[src/rtl/operand_issue_pkg.sv]
// rtl/operand_issue_pkg.sv - shared constants and types for the operand issue stage
// Purpose: register/data widths and a one-hot register decode helper.
// Ports: none (package).
package operand_issue_pkg;

  localparam int REG_W    = 3;
  localparam int DATA_W   = 16;
  localparam int NUM_REGS = 8;

  typedef logic [REG_W-1:0]  reg_t;
  typedef logic [DATA_W-1:0] data_t;

  // One-hot mask for register r, all zeros when en is low.
  function automatic logic [NUM_REGS-1:0] reg_onehot(input reg_t r, input logic en);
    logic [NUM_REGS-1:0] m;
    m = '0;
    if (en) m[r] = 1'b1;
    return m;
  endfunction

endpackage

[src/rtl/operand_issue_if.sv]
// rtl/operand_issue_if.sv - decode-side and execute-side op handshakes of the issue stage
// Purpose: groups the incoming decoded op (in_*) and the issued op (out_*).
// Ports: none; modport master = decode/execute side, modport slave = issue stage.
interface operand_issue_if #(
  parameter int CTL_W = 8
) ();

  logic                          in_vld;
  logic                          in_rdy;
  operand_issue_pkg::reg_t       in_rs1;
  logic                          in_use1;
  operand_issue_pkg::reg_t       in_rs2;
  logic                          in_use2;
  operand_issue_pkg::reg_t       in_rd;
  logic                          in_wr;
  logic                          in_long;
  logic [CTL_W-1:0]              in_ctl;

  logic                          out_vld;
  logic                          out_rdy;
  operand_issue_pkg::data_t      out_a;
  operand_issue_pkg::data_t      out_b;
  operand_issue_pkg::reg_t       out_rs1;
  operand_issue_pkg::reg_t       out_rs2;
  operand_issue_pkg::reg_t       out_rd;
  logic                          out_wr;
  logic                          out_long;
  logic [CTL_W-1:0]              out_ctl;

  modport master (
    output in_vld, in_rs1, in_use1, in_rs2, in_use2, in_rd, in_wr, in_long, in_ctl, out_rdy,
    input  in_rdy, out_vld, out_a, out_b, out_rs1, out_rs2, out_rd, out_wr, out_long, out_ctl
  );

  modport slave (
    input  in_vld, in_rs1, in_use1, in_rs2, in_use2, in_rd, in_wr, in_long, in_ctl, out_rdy,
    output in_rdy, out_vld, out_a, out_b, out_rs1, out_rs2, out_rd, out_wr, out_long, out_ctl
  );

endinterface

[src/rtl/operand_issue_scoreboard_8.sv]
// rtl/operand_issue_scoreboard_8.sv - pending-writer scoreboard for long-latency results
// Purpose: one bit per register marking an outstanding long writer; three lookup ports.
// Ports: clk, rstn; set_vld/set_addr (writer leaves issue), clr_vld/clr_addr (writeback);
//        inflight_vld/inflight_addr (long writer still in the issue output register);
//        look_addr[3] in, pend[2:0] out.
module scoreboard_8
  import operand_issue_pkg::*;
(
  input  logic       clk,
  input  logic       rstn,
  input  logic       set_vld,
  input  reg_t       set_addr,
  input  logic       clr_vld,
  input  reg_t       clr_addr,
  input  logic       inflight_vld,
  input  reg_t       inflight_addr,
  input  reg_t       look_addr [3],
  output logic [2:0] pend
);

  logic [NUM_REGS-1:0] sb;
  logic [NUM_REGS-1:0] set_mask;
  logic [NUM_REGS-1:0] clr_mask;
  logic [NUM_REGS-1:0] live;

  assign set_mask = reg_onehot(set_addr, set_vld);
  assign clr_mask = reg_onehot(clr_addr, clr_vld);

  // Writeback is bypassed by the register file, so a same-cycle clear already
  // unblocks readers. The op still in the output register counts as pending.
  assign live = (sb | reg_onehot(inflight_addr, inflight_vld)) & ~clr_mask;

  always_comb begin
    pend = '0;
    for (int i = 0; i < 3; i++) pend[i] = live[look_addr[i]];
  end

  // Set applied after clear: a new writer leaving issue outranks the old result.
  always_ff @(posedge clk or negedge rstn) begin
    if (!rstn) sb <= '0;
    else       sb <= (sb & ~clr_mask) | set_mask;
  end

endmodule

[src/rtl/operand_issue.sv]
// rtl/operand_issue.sv - register-read/issue stage with long-writer hazard stall
// Purpose: drives register file read addresses, captures operands into the ID/EX register,
//          stalls on RAW/WAW against scoreboarded long writers, counts stall cycles.
// Ports: clk, rstn; op (slave: in_* decoded op, out_* issued op);
//        raddr1/raddr2 out, rdata1/rdata2 in; wb_vld/wb_addr in; flush in; stall_cnt out.
module operand_issue
  import operand_issue_pkg::*;
#(
  parameter int CTL_W   = 8,
  parameter int STALL_W = 16
) (
  input  logic               clk,
  input  logic               rstn,
  operand_issue_if.slave     op,
  output reg_t               raddr1,
  output reg_t               raddr2,
  input  data_t              rdata1,
  input  data_t              rdata2,
  input  logic               wb_vld,
  input  reg_t               wb_addr,
  input  logic               flush,
  output logic [STALL_W-1:0] stall_cnt
);

  logic             vld_q, wr_q, long_q;
  data_t            a_q, b_q;
  reg_t             rs1_q, rs2_q, rd_q;
  logic [CTL_W-1:0] ctl_q;

  reg_t       look [3];
  logic [2:0] pend;
  logic       hazard, in_rdy, accept, exit_long;

  assign raddr1 = op.in_rs1;
  assign raddr2 = op.in_rs2;

  always_comb begin
    look[0] = op.in_rs1;
    look[1] = op.in_rs2;
    look[2] = op.in_rd;
  end

  assign hazard    = (op.in_use1 & pend[0]) | (op.in_use2 & pend[1]) | (op.in_wr & pend[2]);
  assign in_rdy    = ~hazard & (~vld_q | op.out_rdy) & ~flush;
  assign accept    = op.in_vld & in_rdy;
  assign exit_long = vld_q & op.out_rdy & ~flush & wr_q & long_q;

  scoreboard_8 u_sb (
    .clk           (clk),
    .rstn          (rstn),
    .set_vld       (exit_long),
    .set_addr      (rd_q),
    .clr_vld       (wb_vld),
    .clr_addr      (wb_addr),
    .inflight_vld  (vld_q & wr_q & long_q),
    .inflight_addr (rd_q),
    .look_addr     (look),
    .pend          (pend)
  );

  // Data fields only change on acceptance, so they stay stable while held.
  always_ff @(posedge clk or negedge rstn) begin
    if (!rstn) begin
      vld_q  <= 1'b0;
      a_q    <= '0;
      b_q    <= '0;
      rs1_q  <= '0;
      rs2_q  <= '0;
      rd_q   <= '0;
      wr_q   <= 1'b0;
      long_q <= 1'b0;
      ctl_q  <= '0;
    end else if (accept) begin
      vld_q  <= 1'b1;
      a_q    <= rdata1;
      b_q    <= rdata2;
      rs1_q  <= op.in_rs1;
      rs2_q  <= op.in_rs2;
      rd_q   <= op.in_rd;
      wr_q   <= op.in_wr;
      long_q <= op.in_long;
      ctl_q  <= op.in_ctl;
    end else if (flush || op.out_rdy) begin
      vld_q  <= 1'b0;
    end
  end

  always_ff @(posedge clk or negedge rstn) begin
    if (!rstn)                                   stall_cnt <= '0;
    else if (op.in_vld && !in_rdy && !(&stall_cnt)) stall_cnt <= stall_cnt + 1'b1;
  end

  assign op.in_rdy   = in_rdy;
  assign op.out_vld  = vld_q;
  assign op.out_a    = a_q;
  assign op.out_b    = b_q;
  assign op.out_rs1  = rs1_q;
  assign op.out_rs2  = rs2_q;
  assign op.out_rd   = rd_q;
  assign op.out_wr   = wr_q;
  assign op.out_long = long_q;
  assign op.out_ctl  = ctl_q;

endmodule
[src/flat_wrapper.sv]
// flat-port wrapper written by rule: the top's interface ports become plain ports
module operand_issue_flat import operand_issue_pkg::*;
#(
  parameter int CTL_W   = 8,
  parameter int STALL_W = 16
)
  (clk, rstn, raddr1, raddr2, rdata1, rdata2, wb_vld, wb_addr, flush, stall_cnt, op_in_vld, op_in_rs1, op_in_use1, op_in_rs2, op_in_use2, op_in_rd, op_in_wr, op_in_long, op_in_ctl, op_out_rdy, op_in_rdy, op_out_vld, op_out_a, op_out_b, op_out_rs1, op_out_rs2, op_out_rd, op_out_wr, op_out_long, op_out_ctl);
  operand_issue_if #(.CTL_W(CTL_W)) op_i ();
  input  logic clk;
  input  logic rstn;
  output reg_t raddr1;
  output reg_t raddr2;
  input  data_t rdata1;
  input  data_t rdata2;
  input  logic wb_vld;
  input  reg_t wb_addr;
  input  logic flush;
  output logic [STALL_W-1:0] stall_cnt;
  input wire logic [$bits(op_i.in_vld)-1:0] op_in_vld;
  input wire logic [$bits(op_i.in_rs1)-1:0] op_in_rs1;
  input wire logic [$bits(op_i.in_use1)-1:0] op_in_use1;
  input wire logic [$bits(op_i.in_rs2)-1:0] op_in_rs2;
  input wire logic [$bits(op_i.in_use2)-1:0] op_in_use2;
  input wire logic [$bits(op_i.in_rd)-1:0] op_in_rd;
  input wire logic [$bits(op_i.in_wr)-1:0] op_in_wr;
  input wire logic [$bits(op_i.in_long)-1:0] op_in_long;
  input wire logic [$bits(op_i.in_ctl)-1:0] op_in_ctl;
  input wire logic [$bits(op_i.out_rdy)-1:0] op_out_rdy;
  output wire logic [$bits(op_i.in_rdy)-1:0] op_in_rdy;
  output wire logic [$bits(op_i.out_vld)-1:0] op_out_vld;
  output wire logic [$bits(op_i.out_a)-1:0] op_out_a;
  output wire logic [$bits(op_i.out_b)-1:0] op_out_b;
  output wire logic [$bits(op_i.out_rs1)-1:0] op_out_rs1;
  output wire logic [$bits(op_i.out_rs2)-1:0] op_out_rs2;
  output wire logic [$bits(op_i.out_rd)-1:0] op_out_rd;
  output wire logic [$bits(op_i.out_wr)-1:0] op_out_wr;
  output wire logic [$bits(op_i.out_long)-1:0] op_out_long;
  output wire logic [$bits(op_i.out_ctl)-1:0] op_out_ctl;
  assign op_i.in_vld = op_in_vld;
  assign op_i.in_rs1 = op_in_rs1;
  assign op_i.in_use1 = op_in_use1;
  assign op_i.in_rs2 = op_in_rs2;
  assign op_i.in_use2 = op_in_use2;
  assign op_i.in_rd = op_in_rd;
  assign op_i.in_wr = op_in_wr;
  assign op_i.in_long = op_in_long;
  assign op_i.in_ctl = op_in_ctl;
  assign op_i.out_rdy = op_out_rdy;
  assign op_in_rdy = op_i.in_rdy;
  assign op_out_vld = op_i.out_vld;
  assign op_out_a = op_i.out_a;
  assign op_out_b = op_i.out_b;
  assign op_out_rs1 = op_i.out_rs1;
  assign op_out_rs2 = op_i.out_rs2;
  assign op_out_rd = op_i.out_rd;
  assign op_out_wr = op_i.out_wr;
  assign op_out_long = op_i.out_long;
  assign op_out_ctl = op_i.out_ctl;
  operand_issue #(.CTL_W(CTL_W), .STALL_W(STALL_W)) u_core (.clk(clk), .rstn(rstn), .op(op_i), .raddr1(raddr1), .raddr2(raddr2), .rdata1(rdata1), .rdata2(rdata2), .wb_vld(wb_vld), .wb_addr(wb_addr), .flush(flush), .stall_cnt(stall_cnt));
endmodule
[config.mk]
export PLATFORM = sky130hd
export DESIGN_NAME = operand_issue_flat
export DESIGN_NICKNAME = d
export VERILOG_FILES = /design/src/rtl/operand_issue_pkg.sv /design/src/rtl/operand_issue_if.sv /design/src/rtl/operand_issue_scoreboard_8.sv /design/src/rtl/operand_issue.sv /design/src/flat_wrapper.sv
export SDC_FILE = /design/constraint.sdc
export NUM_CORES = 1
export LEC_CHECK = 0
export ABC_AREA = 0
export CORE_MARGIN = 2
export CORE_UTILIZATION = 44
export DETAILED_ROUTE_END_ITERATION = 16
export PLACE_DENSITY = 0.91
export SYNTH_ARGS = -nofsm -noshare
export SYNTH_HDL_FRONTEND = slang
export SYNTH_HIERARCHICAL = 1
export SYNTH_SLANG_ARGS = --single-unit
[constraint.sdc]
create_clock -name clk -period 3.8 [get_ports clk]
set_input_delay 0.38 -clock clk [delete_from_list [all_inputs] [get_ports clk]]
set_output_delay 0.38 -clock clk [all_outputs]
set_load 0.005 [all_outputs]
# == Word-level counts from Yosys, hierarchy flattened ==
# Cells that the tools add are included.
# word_totals
wordCells,66
out_inout_bits,75
input_bits,62
regBits,76
# classes
n_lt_le_gt_ge,7
add_sub_neg,1
reduce_logical,9
n_bitwise,23
muxes,15
# ops
op,count
$mux W8,3
$lt A3 B4 Y1 const B,5
$add A16 B1 Y16 const B,1
$and A8 B8 Y8,2
$or A8 B8 Y8,2
$reduce_and A16 Y1,1
$and A1 B1 Y1,12
$bmux W1 S3,3
$not A8 Y8,1
$mux W1,7
$demux W1 S3,2
$ge A3 B1 Y1 const B,2
$logic_and A1 B1 Y1,4
$not A1 Y1,3
$or A1 B1 Y1,3
$logic_not A1 Y1,2
$reduce_bool A2 Y1,1
$logic_or A1 B1 Y1,1

# == Longest topological paths before layout ==
# Gate-level depths: netlist of run 1.
# logic_depth
word_depth,18
mapped_depth,12
ltp_nobuf,11

# == Hierarchy ==
# The synthesis of run 1 kept the hierarchy.
# modules_own_cells
module,instances,seq_area_each_um2,cells_per_inst,area_each_um2
operand_issue,1,1701.6,189,2783.9
scoreboard_8,1,200.2,95,772.0

# == Worst setup path before layout of run 1 ==
# OpenSTA, ideal clock, no wires.
# synth_path
kind,register to register
start,register u_core.long_q (netlist: u_core/op.out_long)
end,register u_core.a_q[0] (netlist: u_core/op.out_a[0])
arrival_ps,2604
path_stages_with_launch,12
period_less_slack_ps,2729
path_buffers,1
t_required_ps,3675
setup_time_ps,125
slack_ps,1071
cell_sequence,dfrtp_1 and3_1 nor2b_1 and3b_1 o21a_1 a2111oi_4 nor3_1 a22oi_1 and3_1 nand2_1 buf_2 mux2_2
# synth_via
elab_chain_cells,13
word_cells_on_any_way,19
classes_between,mux (7); bitwise (12)
# synth_lines
item,line_no,rtl
start: declaration,operand_issue.sv:25,"logic vld_q, wr_q, long_q;"
start signal: assignment,operand_issue.sv:81,long_q <= op.in_long;
$and A1 B1 Y1,operand_issue.sv:55,".inflight_vld (vld_q & wr_q & long_q),"
$mux W8,operand_issue_pkg.sv:17,if (en) m[r] = 1'b1;
$or A8 B8 Y8,operand_issue_scoreboard_8.sv:31,"assign live = (sb | reg_onehot(inflight_addr, inflight_vld)) & ~clr_mask;"
$and A8 B8 Y8,operand_issue_scoreboard_8.sv:31,
$bmux W1 S3,operand_issue_scoreboard_8.sv:35,for (int i = 0; i < 3; i++) pend[i] = live[look_addr[i]];
$mux W1 (not written as such),operand_issue_scoreboard_8.sv:35,
net u_core.pend[0],operand_issue.sv:31,logic [2:0] pend;
$and A1 B1 Y1,operand_issue.sv:43,assign hazard = (op.in_use1 & pend[0]) | (op.in_use2 & pend[1]) | (op.in_wr & pend[2]);
$or A1 B1 Y1 (2 in a row),operand_issue.sv:43,
$not A1 Y1,operand_issue.sv:44,assign in_rdy = ~hazard & (~vld_q | op.out_rdy) & ~flush;
$and A1 B1 Y1 (2 in a row),operand_issue.sv:44,
net op_in_rdy,flat_wrapper.sv:29,output wire logic [$bits(op_i.in_rdy)-1:0] op_in_rdy;
$and A1 B1 Y1,operand_issue.sv:45,assign accept = op.in_vld & in_rdy;
end signal: assignment,operand_issue.sv:75,a_q <= rdata1;
end: declaration,operand_issue.sv:26,"data_t a_q, b_q;"
# The timed path passes the listed nets, and every way through them passes these cells. The select of a mux whose other input is x is not followed.
# A chain may end at the register's enable or synchronous reset.

# == Worst setup path after layout of run 1 ==
# layout_path
start,register u_core.long_q (netlist: u_core/op.out_long)
end,output port op_in_rdy
# layout_via
elab_chain_cells,12
word_cells_on_any_way,18
classes_between,mux (7); bitwise (11)
# layout_lines
item,line_no
$and A1 B1 Y1,operand_issue.sv:55
$mux W8,operand_issue_pkg.sv:17
$or A8 B8 Y8,operand_issue_scoreboard_8.sv:31
$and A8 B8 Y8,operand_issue_scoreboard_8.sv:31
$bmux W1 S3,operand_issue_scoreboard_8.sv:35
$mux W1 (not written as such),operand_issue_scoreboard_8.sv:35
net u_core.pend[0],operand_issue.sv:31
$and A1 B1 Y1,operand_issue.sv:43
$or A1 B1 Y1 (2 in a row),operand_issue.sv:43
$not A1 Y1,operand_issue.sv:44
$and A1 B1 Y1 (2 in a row),operand_issue.sv:44
end: declaration,flat_wrapper.sv:29
# The timed path passes the listed nets, and every way through them passes these cells. The select of a mux whose other input is x is not followed.

==> run_results.csv, run 1 <==
group,metric,value,unit
route,drt_wl_total,8.82,mm
synthesis,async_flop_share,1.00,
global_routing,grt_pass1_vias,2955,
power_and_ir_drop,vdd_ir_drop_max,298,µV
synthesis,yosysTopAreaCell,"dfrtp_1",
worst_setup_path,critPathBufInv,1,
synthesis,synth_cell_types,47,
cts,root_buffer,"clkbuf_8",
placement,gp_congestion,0.907,
worst_setup_path,crit_chain,"and3_1 -> and4b_1 -> o21ai_0 -> o21ai_0 -> nor4_1 -> nor3_1 -> a22oi_1 -> and3_1 -> clkdlybuf4s50_1",
floorplan,die_area,8820,µm²
global_routing,track_usage,0.206,
synthesis,syn_area,3560,µm²
worst_setup_path,worstPathArrival,3.20,ns
placement,dp.final_hpwl,6.43,mm
worst_setup_path,start_kind,"flip-flop",
route,maxUsedRoutingLayer,"met4",
cts,clkSinkCount,76,
sta,tightest_slew,0.940,ns
floorplan,coreArea,7770,µm²
cts,cts_tree,"built",
hold_path,hp-class,"in -> async",
outcome,status,"complete, no violations",
synthesis,ys_ff_latch,76,
sta,post-route-period-util,0.942,
cells_and_area,drive_above_1_share,0.191,
cells_and_area,synthToLayoutAreaGrowth,47.2,%
floorplan,die_w,93.9,µm
power_and_ir_drop,finalPower,2.65,mW
cts,post_cts_buffers,0,
cts,holdBufCountCts,0,
worst_setup_path,critPathTopFamily,"simple AND/OR/NAND/NOR gates",
synthesis,synth-edff-count,0,
worst_setup_path,critPathMaxFanout,8,
floorplan,rows,32,
route,wl_met1,3.56,mm
route,drc,0,
synthesis,syn_avg_cell_area,12.5,µm²
synthesis,synth_area_leaders,"dfrtp_1, mux2_2, xnor2_1",
synthesis,synthMostInstantiatedCell,"dfrtp_1",
global_routing,grt_max_degree,77,
global_routing,grt-ovfl-total,0,
synthesis,synthesis.nets,347,
cts,clk_path_buf_depth,2,
worst_setup_path,setup.worst_path.class,"reg -> out",
worst_setup_path,critPathMaxStageDelay,0.54,ns
cts,cts_buffers,9,
synthesis,seq_area_frac_synth,0.535,
power_and_ir_drop,p_per_area,507,nW/µm²
cells_and_area,diodes,0,
route,firstDrtPassIters,4,
cts,cts_resized,0,
sta,finClkSkew,0.00839,ns
sta,post-route-min-period,3.58,ns
sta,setup_tns,0,ns
sta,slew_violations,0,
route,vias_per_cell,5.38,
sta,max_slew_margin,0.373,
placement,place_ws,0.238,ns
route,met2_length,4.35,mm
floorplan,start_util,0.458,
route,drt-initial-drc-count,112,
worst_setup_path,cp-end-kind,"output pin",
route,wl_per_cell,16.7,µm
route,routed-wl-met3,786,µm
synthesis,syn_inst,284,
power_and_ir_drop,leakagePower,2.13,nW
sta,setup_viol,0,
global_routing,antenna_found_initial,0,
synthesis,yosysWarnings,6,
sta,whs,0.177,ns
cts,ctsHtreeMaxLevel,3,
cts,clk_pin_slew_worst_paths,0.08,ns
cts,clk_latency,0.33,ns
worst_setup_path,regToRegSetupSlack,0.48,ns
worst_setup_path,crit_path_top_delay_cell,"clkdlybuf4s50_1",
placement,io_buffers,136,
sta,fmax,279,MHz
route,ant_nets,0,
worst_setup_path,required,3.42,ns
synthesis,synth_flop_cell,"dfrtp_1",
synthesis,synthDominantCellAreaShare,0.535,
sta,hold_viol_final,0,
sta,fin_ws,0.219,ns
route,vias,2835,
cells_and_area,final_nets,483,
synthesis,synthTopCellsByCount,"dfrtp_1, mux2_2, nand2_1",
flow_run,drv_cap,0,
floorplan,dieHeight,93.9,µm
floorplan,ios,137,
sta,grt_setup_unrepaired,"false",
global_routing,grt_pass1_wl,14.3,mm
where the power goes:
group,internal (mW),switching (mW)
Sequential,0.984,0.151
Combinational,0.521,0.240
Clock,0.472,0.286
metrics by stage:
stage | cell area, µm² | util | instances
4_1_cts | 5230 | 0.674 | 527
2_1_floorplan | 3560 | - | 284
5_1_grt | 5230 | 0.674 | 527
3_3_place_gp | 4980 | 0.642 | 511
3_5_place_dp | 4980 | 0.642 | 511
6_report | 5230 | 0.674 | 527
cell families after synthesis:
group,count (synthesis),synth area share
simple gates,88,0.159
flops,76,0.535
mux,54,0.172
compound gates,38,0.0735
buf+inv,14,0.0250
xor+xnor,13,0.0320
fa+ha+maj,1,0.00352
final timing paths:
check | from | to | depth (start not counted)
worst max-delay path | u_core/op.out_long$_DFFE_PN0P_ | op_in_rdy | 9
worst min-delay path | rstn | u_core/u_sb/sb[5]$_DFF_PN0_ | 1
worst min register to register | u_core/u_sb/sb[6]$_DFF_PN0_ | u_core/u_sb/sb[6]$_DFF_PN0_ | 2
max in group asynchronous | rstn | u_core/op.out_vld$_DFFE_PN0P_ | 1
min in group clk | u_core/u_sb/sb[6]$_DFF_PN0_ | u_core/u_sb/sb[6]$_DFF_PN0_ | 2
worst max register to register | u_core/op.out_long$_DFFE_PN0P_ | u_core/stall_cnt[4]$_DFFE_PN0P_ | 11
worst register-to-register path, cell delays in order, from the launching register on:
cell	delay, ns
dfrtp_1	0.41
and3_1	0.32
and4b_1	0.22
o21ai_0	0.15
or3b_1	0.41
o2111a_1	0.13
nor3_1	0.18
a22oi_1	0.11
a31oi_1	0.45
o31a_1	0.47
nand4_1	0.18
xnor2_1	0.17
flip-flops by register name, indices dropped and copies added, names as in the netlist:
register            flops
u_core/op.out_a        16
u_core/op.out_b        16
u_core/op.out_ctl       8
u_core/op.out_long      1
u_core/op.out_rd        3
u_core/op.out_rs1       3
u_core/op.out_rs2       3
u_core/op.out_vld       1
u_core/op.out_wr        1
u_core/stall_cnt       16
u_core/u_sb/sb          8
final cells by class:
cell class,count,area [µm²]
clock buffers,12,155
clock inverters,4,95.1
fillers,594,2530
inverters,2,7.51
multi-input cells,194,1570
flip-flops and latches,76,1900
well taps,102,128
repair buffers,137,1380
placed cells by master (no fill, tap or decap), drive strengths merged, types with 3 or more instances in the layout:
master and count:
nand4 8, o21a 3, o22ai 3, mux2 54
nor3 8, clkbuf 12, xnor2 12, nor2 5
nand2 19, nor3b 3, nand3 11, dfrtp 76
bufinv 3, clkdlybuf4s50 135, a21oi 3, nand4b 4
and3 6, o31ai 4, o21ai 17, nand2b 9
nor4 3
routing by layer:
layer  vias to the layer above  track usage
met5                         -            0
met4                         0       0.0749
met3                        14       0.0666
met2                       114        0.338
met1                      1392        0.255
li1                       1315            -
No activity file was read; power rests on OpenSTA's default activity.
==> inputs of run 2 (changes only) <==
- REMOVE_ABC_BUFFERS: unset -> 1
==> run_results.csv, run 2 (synthesized netlist as in run 1, its figures left out) <==
group,metric,value,unit
worst_setup_path,regToRegSetupSlack,0.58,ns
cells_and_area,layout_commonest_cell,"clkdlybuf4s50_1",
sta,fin_ws,0.225,ns
route,ant_nets,0,
worst_setup_path,cp-end-kind,"output pin",
sta,grt_setup_unrepaired,"false",
cts,clk_latency,0.33,ns
sta,whs,0.192,ns
sta,setup_viol,0,
sta,max_slew_margin,0.388,
worst_setup_path,setup.worst_path.class,"reg -> out",
route,wl_per_cell,16.2,µm
flow_run,drv_cap,0,
worst_setup_path,worst_r2r_path_depth,11,
power_and_ir_drop,switching_share,0.272,
floorplan,ios,137,
power_and_ir_drop,leakagePower,2.09,nW
sta,tightest_slew,0.917,ns
sta,post-route-min-period,3.58,ns
worst_setup_path,critPathMaxFanout,8,
floorplan,die_w,93.9,µm
floorplan,coreArea,7770,µm²
sta,post-route-period-util,0.941,
route,vias_per_cell,5.43,
placement,dp.final_hpwl,6.11,mm
floorplan,rows,32,
cells_and_area,final_nets,483,
cts,cts_resized,0,
power_and_ir_drop,vdd_ir_drop_max,304,µV
cells_and_area,regArea,1900,µm²
sta,hold_viol_final,0,
cts,clkSinkCount,76,
route,drt-initial-drc-count,105,
power_and_ir_drop,p_per_area,479,nW/µm²
cells_and_area,diodes,0,
sta,fmax,280,MHz
global_routing,track_usage,0.198,
route,drc,0,
global_routing,grt-ovfl-total,0,
placement,io_buffers,136,
worst_setup_path,worstPathArrival,3.20,ns
power_and_ir_drop,seq_power_share,0.459,
sta,slew_violations,0,
power_and_ir_drop,combPwrFrac,0.308,
power_and_ir_drop,power.switching,672,µW
route,drt_wl_total,8.53,mm
floorplan,start_util,0.458,
global_routing,grt_pass1_wl,13.8,mm
placement,gp_congestion,0.839,
cts,ctsHtreeMaxLevel,3,
worst_setup_path,r2r-start,"u_core/op.out_long$_DFFE_PN0P_",
global_routing,antenna_found_initial,0,
global_routing,grt_max_degree,77,
cells_and_area,multi_input_area,1570,µm²
hold_path,hp-class,"in -> async",
power_and_ir_drop,p_int,1.80,mW
floorplan,die_area,8820,µm²
worst_setup_path,start_kind,"flip-flop",
cts,holdBufCountCts,0,
worst_setup_path,worstReg2RegEnd,"u_core/stall_cnt[5]$_DFFE_PN0P_",
cells_and_area,filler_cell_count,582,
cts,root_buffer,"clkbuf_8",
power_and_ir_drop,clock_power_share,0.233,
cts,clk_path_buf_depth,2,
worst_setup_path,required,3.42,ns
placement,place_ws,0.232,ns
global_routing,grt_pass1_vias,2859,
route,firstDrtPassIters,4,
cells_and_area,drive_above_1_share,0.189,
cts,cts_tree,"built",
sta,setup_tns,0,ns
cells_and_area,synthToLayoutAreaGrowth,45.2,%
sta,finClkSkew,0.0101,ns
route,vias,2849,
cells_and_area,layout_common_cells,"clkdlybuf4s50_1, dfrtp_1, mux2_2",
cts,post_cts_buffers,0,
cts,clk_pin_slew_worst_paths,0.08,ns
floorplan,dieHeight,93.9,µm
outcome,status,"complete, no violations",
cts,cts_buffers,9,
==> run 2: metrics by stage <==
step,utilization,instance area [µm²],power (mW),instances
6_report,0.665,5160,2.47,525
5_1_grt,0.665,5160,2.60,525
4_1_cts,0.665,5160,2.50,525
3_5_place_dp,0.642,4980,1.91,511
3_3_place_gp,0.642,4980,1.88,511
2_1_floorplan,-,3470,1.39,272
==> run 2: how the worst max path moves through the flow <==
stage                                               from                             end  slack, ns  cells past startpoint
after floorplan           u_core/op.out_long$_DFFE_PN0P_  u_core/op.out_a[0]$_DFFE_PN0P_       0.21                     10
after global placement                        wb_addr[0]                       op_in_rdy       0.31                      9
after detailed placement                      wb_addr[0]                       op_in_rdy       0.23                      9
after CTS                                     wb_addr[0]                       op_in_rdy       0.23                      9
after global routing      u_core/op.out_long$_DFFE_PN0P_                       op_in_rdy       0.07                      9
final                     u_core/op.out_long$_DFFE_PN0P_                       op_in_rdy       0.22                      9
==> run 2: power groups by stage <==
stage | clock network, mW | logic, mW | registers, mW
after floorplan | 0 | 0.250 | 1.14
after global placement | 0 | 0.744 | 1.14
after detailed placement | 0 | 0.765 | 1.15
after CTS | 0.598 | 0.769 | 1.13
after global routing | 0.629 | 0.812 | 1.16
final | 0.575 | 0.760 | 1.14
==> run 2: final cells by class <==
cell class / count / share of cell area
multi-input cells: 194 / 0.304
flip-flops and latches: 76 / 0.368
clock buffers: 9 / 0.0240
repair buffers: 137 / 0.267
inverters: 2 / 0.00145
clock inverters: 5 / 0.0107
well taps: 102 / 0.0247
==> run 2: worst max-delay path, stage by stage, from the launching register on <==
cell,delay (ns)
dfrtp_1,0.41
and3_1,0.29
and4b_1,0.21
o21ai_0,0.31
o21ai_0,0.16
nor4_1,0.30
nor3_1,0.10
a22oi_1,0.23
and3_1,0.32
clkdlybuf4s50_1,0.55
==> run 2: metal layers <==
layer  wire length (µm)  global-route usage  vias to the layer above
li1                   -                   -                     1313
met4                131              0.0761                        0
met5                  0                   0                        -
met3                673              0.0602                       17
met1               3460               0.245                     1389
met2               4260               0.326                      130
